$ cat src/rtl/dice_game_pkg.sv
// rtl/dice_game_pkg.sv - shared states, dice constants and come-out classification for dice_game_multi
package dice_game_pkg;

  typedef enum logic [2:0] {
    ST_IDLE  = 3'd0,
    ST_ROLL1 = 3'd1,
    ST_POINT = 3'd2,
    ST_ROLLN = 3'd3,
    ST_WIN   = 3'd4,
    ST_LOSE  = 3'd5
  } state_t;

  typedef enum logic [1:0] {
    RES_WIN   = 2'd0,
    RES_LOSE  = 2'd1,
    RES_POINT = 2'd2,
    RES_BAD   = 2'd3
  } come_out_t;

  localparam logic [31:0] SUM_MIN   = 32'd2;
  localparam logic [31:0] SUM_MAX   = 32'd12;
  localparam logic [31:0] NATURAL_A = 32'd7;
  localparam logic [31:0] NATURAL_B = 32'd11;
  localparam logic [31:0] CRAPS_2   = 32'd2;
  localparam logic [31:0] CRAPS_3   = 32'd3;
  localparam logic [31:0] CRAPS_12  = 32'd12;
  localparam logic [31:0] SEVEN_OUT = 32'd7;

  function automatic logic sum_in_range(input logic [31:0] s);
    return (s >= SUM_MIN) && (s <= SUM_MAX);
  endfunction

  function automatic come_out_t come_out(input logic [31:0] s);
    if (!sum_in_range(s))
      return RES_BAD;
    if (s == NATURAL_A || s == NATURAL_B)
      return RES_WIN;
    if (s == CRAPS_2 || s == CRAPS_3 || s == CRAPS_12)
      return RES_LOSE;
    return RES_POINT;
  endfunction

endpackage

$ cat src/rtl/dice_score_bank.sv
// rtl/dice_score_bank.sv - per-player saturating win counters, packed with player 0 in the LSBs
module dice_score_bank #(
  parameter int NUM_PLAYERS = 2,
  parameter int SCORE_W     = 8,
  localparam int PW = (NUM_PLAYERS > 1) ? $clog2(NUM_PLAYERS) : 1
) (
  input  logic                           clk,
  input  logic                           rst,
  input  logic                           clear,
  input  logic                           inc,
  input  logic [PW-1:0]                  index,
  output logic [NUM_PLAYERS*SCORE_W-1:0] score
);

  for (genvar g = 0; g < NUM_PLAYERS; g++) begin : g_ctr
    logic [SCORE_W-1:0] ctr;

    always_ff @(posedge clk) begin
      if (rst || clear)
        ctr <= '0;
      else if (inc && (index == PW'(g)) && (ctr != '1))
        ctr <= ctr + SCORE_W'(1);
    end

    assign score[g*SCORE_W +: SCORE_W] = ctr;
  end

endmodule

$ cat src/rtl/dice_game_multi.sv
// rtl/dice_game_multi.sv - multi-player craps controller: roll handshake, point rules, roll limit, turn rotation
module dice_game_multi
  import dice_game_pkg::*;
#(
  parameter int SUM_W       = 4,
  parameter int NUM_PLAYERS = 2,
  parameter int SCORE_W     = 8,
  parameter int MAX_ROLLS   = 15,
  localparam int PW = (NUM_PLAYERS > 1) ? $clog2(NUM_PLAYERS) : 1
) (
  input  logic                           clk,
  input  logic                           rst,
  input  logic                           rb,
  input  logic                           new_game,
  input  logic [SUM_W-1:0]               sum,
  input  logic                           sum_valid,
  output logic                           roll,
  output logic                           win,
  output logic                           lose,
  output logic                           timeout,
  output logic                           bad_sum,
  output logic [SUM_W-1:0]               point,
  output logic [PW-1:0]                  player,
  output logic [NUM_PLAYERS*SCORE_W-1:0] score,
  output logic [2:0]                     state
);

  localparam int CW = (MAX_ROLLS > 0) ? $clog2(MAX_ROLLS + 1) : 1;

  state_t        st;
  logic          rb_q;
  logic [CW-1:0] roll_cnt;

  logic          rb_rise;
  logic [31:0]   sum_x;
  logic          sum_take;
  logic          in_range;
  logic          point_hit;
  logic          seven;
  logic [CW-1:0] cnt_next;
  logic          limit_hit;
  come_out_t     first_res;
  logic          score_inc;

  assign rb_rise   = rb & ~rb_q;
  assign sum_x     = 32'(sum);
  // roll is high exactly in ROLL1/ROLLN, so it doubles as the sample qualifier
  assign sum_take  = roll & sum_valid;
  assign in_range  = sum_in_range(sum_x);
  assign point_hit = (sum == point);
  assign seven     = (sum_x == SEVEN_OUT);
  assign cnt_next  = roll_cnt + CW'(1);
  assign limit_hit = (MAX_ROLLS != 0) && (cnt_next == CW'(MAX_ROLLS));
  assign first_res = come_out(sum_x);
  assign score_inc = !new_game && sum_take && in_range &&
                     (((st == ST_ROLL1) && (first_res == RES_WIN)) ||
                      ((st == ST_ROLLN) && point_hit));
  assign state     = st;

  always_ff @(posedge clk) begin
    if (rst) begin
      st       <= ST_IDLE;
      roll     <= 1'b0;
      win      <= 1'b0;
      lose     <= 1'b0;
      timeout  <= 1'b0;
      bad_sum  <= 1'b0;
      point    <= '0;
      player   <= '0;
      roll_cnt <= '0;
      rb_q     <= 1'b0;
    end else begin
      rb_q    <= rb;
      bad_sum <= 1'b0;
      if (new_game) begin
        st       <= ST_IDLE;
        roll     <= 1'b0;
        win      <= 1'b0;
        lose     <= 1'b0;
        timeout  <= 1'b0;
        point    <= '0;
        player   <= '0;
        roll_cnt <= '0;
      end else begin
        case (st)
          ST_IDLE: begin
            if (rb_rise) begin
              st   <= ST_ROLL1;
              roll <= 1'b1;
            end
          end
          ST_ROLL1: begin
            if (sum_take) begin
              case (first_res)
                RES_WIN: begin
                  st   <= ST_WIN;
                  roll <= 1'b0;
                  win  <= 1'b1;
                end
                RES_LOSE: begin
                  st   <= ST_LOSE;
                  roll <= 1'b0;
                  lose <= 1'b1;
                end
                RES_POINT: begin
                  st       <= ST_POINT;
                  roll     <= 1'b0;
                  point    <= sum;
                  roll_cnt <= '0;
                end
                default: bad_sum <= 1'b1;
              endcase
            end
          end
          ST_POINT: begin
            if (rb_rise) begin
              st   <= ST_ROLLN;
              roll <= 1'b1;
            end
          end
          ST_ROLLN: begin
            if (sum_take) begin
              if (!in_range) begin
                bad_sum <= 1'b1;
              end else if (point_hit) begin
                st   <= ST_WIN;
                roll <= 1'b0;
                win  <= 1'b1;
              end else if (seven) begin
                st   <= ST_LOSE;
                roll <= 1'b0;
                lose <= 1'b1;
              end else begin
                roll     <= 1'b0;
                roll_cnt <= cnt_next;
                if (limit_hit) begin
                  st      <= ST_LOSE;
                  lose    <= 1'b1;
                  timeout <= 1'b1;
                end else begin
                  st <= ST_POINT;
                end
              end
            end
          end
          ST_WIN, ST_LOSE: begin
            if (rb_rise) begin
              st      <= ST_ROLL1;
              roll    <= 1'b1;
              win     <= 1'b0;
              lose    <= 1'b0;
              timeout <= 1'b0;
              point   <= '0;
              player  <= (player == PW'(NUM_PLAYERS - 1)) ? '0 : player + PW'(1);
            end
          end
          default: begin
            st   <= ST_IDLE;
            roll <= 1'b0;
            win  <= 1'b0;
            lose <= 1'b0;
          end
        endcase
      end
    end
  end

  dice_score_bank #(
    .NUM_PLAYERS(NUM_PLAYERS),
    .SCORE_W    (SCORE_W)
  ) u_score_bank (
    .clk  (clk),
    .rst  (rst),
    .clear(new_game),
    .inc  (score_inc),
    .index(player),
    .score(score)
  );

endmodule
$ cat config.mk
export PLATFORM = sky130hd
export DESIGN_NAME = dice_game_multi
export DESIGN_NICKNAME = d
export VERILOG_FILES = /design/src/rtl/dice_game_pkg.sv /design/src/rtl/dice_score_bank.sv /design/src/rtl/dice_game_multi.sv
export SDC_FILE = /design/constraint.sdc
export NUM_CORES = 1
export LEC_CHECK = 0
export ABC_AREA = 1
export BUFFER_PORTS_ARGS = -buffer_cell sky130_fd_sc_hd__buf_2
export CORE_AREA = 2 2 67 69
export DETAILED_ROUTE_END_ITERATION = 12
export DIE_AREA = 0 0 69 71
export PLACE_DENSITY = 0.81
export SYNTH_ARGS = -nofsm -noshare
export SYNTH_HDL_FRONTEND = slang
export SYNTH_SLANG_ARGS = --single-unit
$ cat constraint.sdc
create_clock -name clk -period 7.1 [get_ports clk]
set_clock_uncertainty 0.2 [all_clocks]
set_input_delay 2.13 -clock clk [delete_from_list [all_inputs] [get_ports clk]]
set_output_delay 2.13 -clock clk [all_outputs]
set_load 0.02 [all_outputs]
==> impl_metrics.ini <==
[sta]
period_share_pct = 59.67
hold_viol_final = 0
clock.fmax_mhz = 236.1
rsz0062_at_grt = no
drv_slew = 0
finalSetupTns_ps = 0
timing.hold.ws_ps = 253.8
finalCriticalPeriod_ps = 4236
setup_violations = 0
slew_headroom_pct = 51.01
worst_pin_slew_ps = 732.1

[clocking]
htree_levels = 2
clockBufferDepth = 2
cts_tree = built
ctsResizeCount = 0
ctsHoldBuffers = 0
path_clk_slew_ps = 80
cts_setup_buffers = 0
clk_latency_ps = 290
cts.sinks = 34
clk_root_buffer_cell = clkbuf_8
cts_buffers = 5

[logic_synthesis]
async_flop_share_pct = 0
synth_top_flop_cell = dfxtp_1
avgSynthCellArea_um2 = 6.774
synth_top_area_share_pct = 30.82
syn_nets = 347
yosysTopAreaCell = dfxtp_1
yosysMostFrequentCell = nand2_1
synth_common_cells = 76 x nand2_1, 44 x inv_1, 34 x dfxtp_1
synth-edff-count = 0
synth_cell_types = 37
ys_seq_area_share_pct = 30.82
syn_inst = 326
synth_seq_cells = 34
synth_area_um2 = 2208
yosys_warnings = 0
synth.area.top_cells = dfxtp_1 31%, nand2_1 13%, inv_1 7.5%, ha_1 6.8%, a21oi_1 6.3%

[placement]
post_dp_cell_area_um2 = 2420
dp.final_hpwl_um = 3714
dp_cells = 408
numPortBuffers = 37
gp_congestion = 0.9496

[power]
p_int_mw = 0.3485
seqPwrFrac_pct = 42.7
totalPowerFinal_mw = 0.4560
combPwrFrac_pct = 10.2
swShare_pct = 23.58
power.share.clock_pct = 47.1
p_leak_nw = 1.184
ir_drop_mv = 0.1116
p_sw_mw = 0.1076
cellPowerDensity_nw_per_um2 = 178.3

[layout]
design_area_um2 = 2557
final_cells = 416
diodes = 0
final_nets = 384
drive_above_1_share_pct = 18.68
area_delta_synth_final_pct = 15.81

[global_route]
grt_max_degree = 23
grt_pass1_wl_um = 8680
track_usage_pct = 21.60
antenna_found_initial = 0
gr-total-overflow = 0
grt_pass1_vias = 1940

[setup_path]
worstPathRequired_ps = 7030
path_cells = buf_2 > inv_2 > ha_1 > inv_1 > nor2_1 > inv_1 > a31oi_1 > inv_1 > ha_1 > nor2_1 > inv_1 > nand4_1 > inv_1 > nand3_1 > a21oi_1
cp_common_cell = inv_1
crit_arrival_ps = 4170
cp_slowest_stage_delay_ps = 330
cp_slowest_cell = a31oi_1
cp_max_fo = 6
startpoint_type = input port
worst-setup-path-type = in -> reg
worst_setup_path_end_kind = flop

[floorplanning]
io_pins = 38
initial_utilization_pct = 52.53
dieArea_um2 = 4899
die_y_um = 71
die_x_um = 69
num_rows = 24
core_area_um2 = 4204

[detailed_routing]
firstDrtPassIters = 4
viasPerCell = 5.264
drt-total-wl_um = 5052
ant_nets = 0
avgRoutedWirePerCell_um = 12.14
drc_errors = 0
drt_iter0_drc = 211
dr_total_vias = 2190

[flow_run]
maxCapViolations = 0

[hold_path]
hold_class = reg -> reg

[status]
status = finished, final reports clean
kinds of logic (layout without fill, tap and decap cells):
group	Yosys count	after routing	share of synthesized area, %
adders and majority gates	12	12	6.799
and+or+nand+nor	161	161	35.01
AOI/OAI and AO/OA	48	48	11.90
xor gates and xnor gates	12	12	4.759
DFF	34	34	30.82
buffers and inverters	59	97	10.71
final cells by class:
cell class / count / area [µm²]
multi-input cells: 233 / 1291
inverters: 52 / 197.7
clock buffers: 5 / 68.82
well taps: 52 / 65.06
clock inverters: 3 / 68.82
flip-flops and latches: 34 / 680.7
repair buffers: 37 / 185.2
fillers: 406 / 1647
layer usage:
| layer | global-route usage, % | wire length [µm] | up-vias |
|---|---|---|---|
| met5 | 0 | 0 | - |
| met4 | 8.715 | 68 | 0 |
| met3 | 4.558 | 321 | 8 |
| met2 | 33.44 | 2310 | 74 |
| met1 | 29.42 | 2352 | 991 |
| li1 | - | - | 1117 |
sequential cells by signal (all words and copies together) (netlist names), 3 cells and up:
| register | flops |
|---|---|
| u_score_bank.g_ctr.ctr | 16 |
| point | 4 |
| roll_cnt | 4 |
| state | 3 |
critical path: cells and delay by family:
kind | cells | cell delay [ps]
simple gates | 4 | 600
buf+inv | 7 | 670
compound gates | 2 | 400
fa+ha+maj | 2 | 370
power by group through the flow:
stage / clock network [mW] / registers, mW / logic [mW]
after floorplan: 0 / 0.201 / 0.0314
after global placement: 0 / 0.199 / 0.0453
after detailed placement: 0 / 0.199 / 0.0455
after CTS: 0.219 / 0.195 / 0.0464
after global routing: 0.228 / 0.195 / 0.0525
final: 0.215 / 0.195 / 0.0466
layout by cell type (no fill, tap or decap), drive strengths merged:
| master | Yosys | final |
|---|---|---|
| clkbuf | 4 | 5 |
| nand3 | 26 | 26 |
| clkinv | 0 | 1 |
| nand4 | 13 | 13 |
| ha | 12 | 12 |
| nand3b | 1 | 1 |
| a21oi | 29 | 29 |
| nor3 | 3 | 3 |
| inv | 52 | 52 |
| o31ai | 1 | 1 |
| nor4 | 1 | 1 |
| bufinv | 0 | 2 |
| o21a | 1 | 1 |
| a31oi | 1 | 1 |
| nand2 | 80 | 80 |
| or2 | 1 | 1 |
| buf | 3 | 37 |
| a21boi | 1 | 1 |
| nor3b | 1 | 1 |
| o21bai | 1 | 1 |
| dfxtp | 34 | 34 |
| xor2 | 5 | 5 |
| nor2 | 35 | 35 |
| o21ai | 14 | 14 |
| xnor2 | 7 | 7 |
worst paths after layout:
check	slack (ps)	from	cells after the start	to
worst max-delay path	2860	sum[3]	15	point[3]
worst min-delay path	250	lose	2	lose
worst max register to register	5130	state[0]	10	u_score_bank.g_ctr[0].ctr[5]
worst min register to register	250	lose	2	lose
through the flow:
step / utilization (%) / setup WS, ps
CTS: 60.83 / 2886
finish: 60.83 / 2864
detailed placement: 57.56 / 2653
global placement: 57.56 / 2703
global route: 60.83 / 2652
floorplan: - / 3162
(Power assumes the default switching activity.)
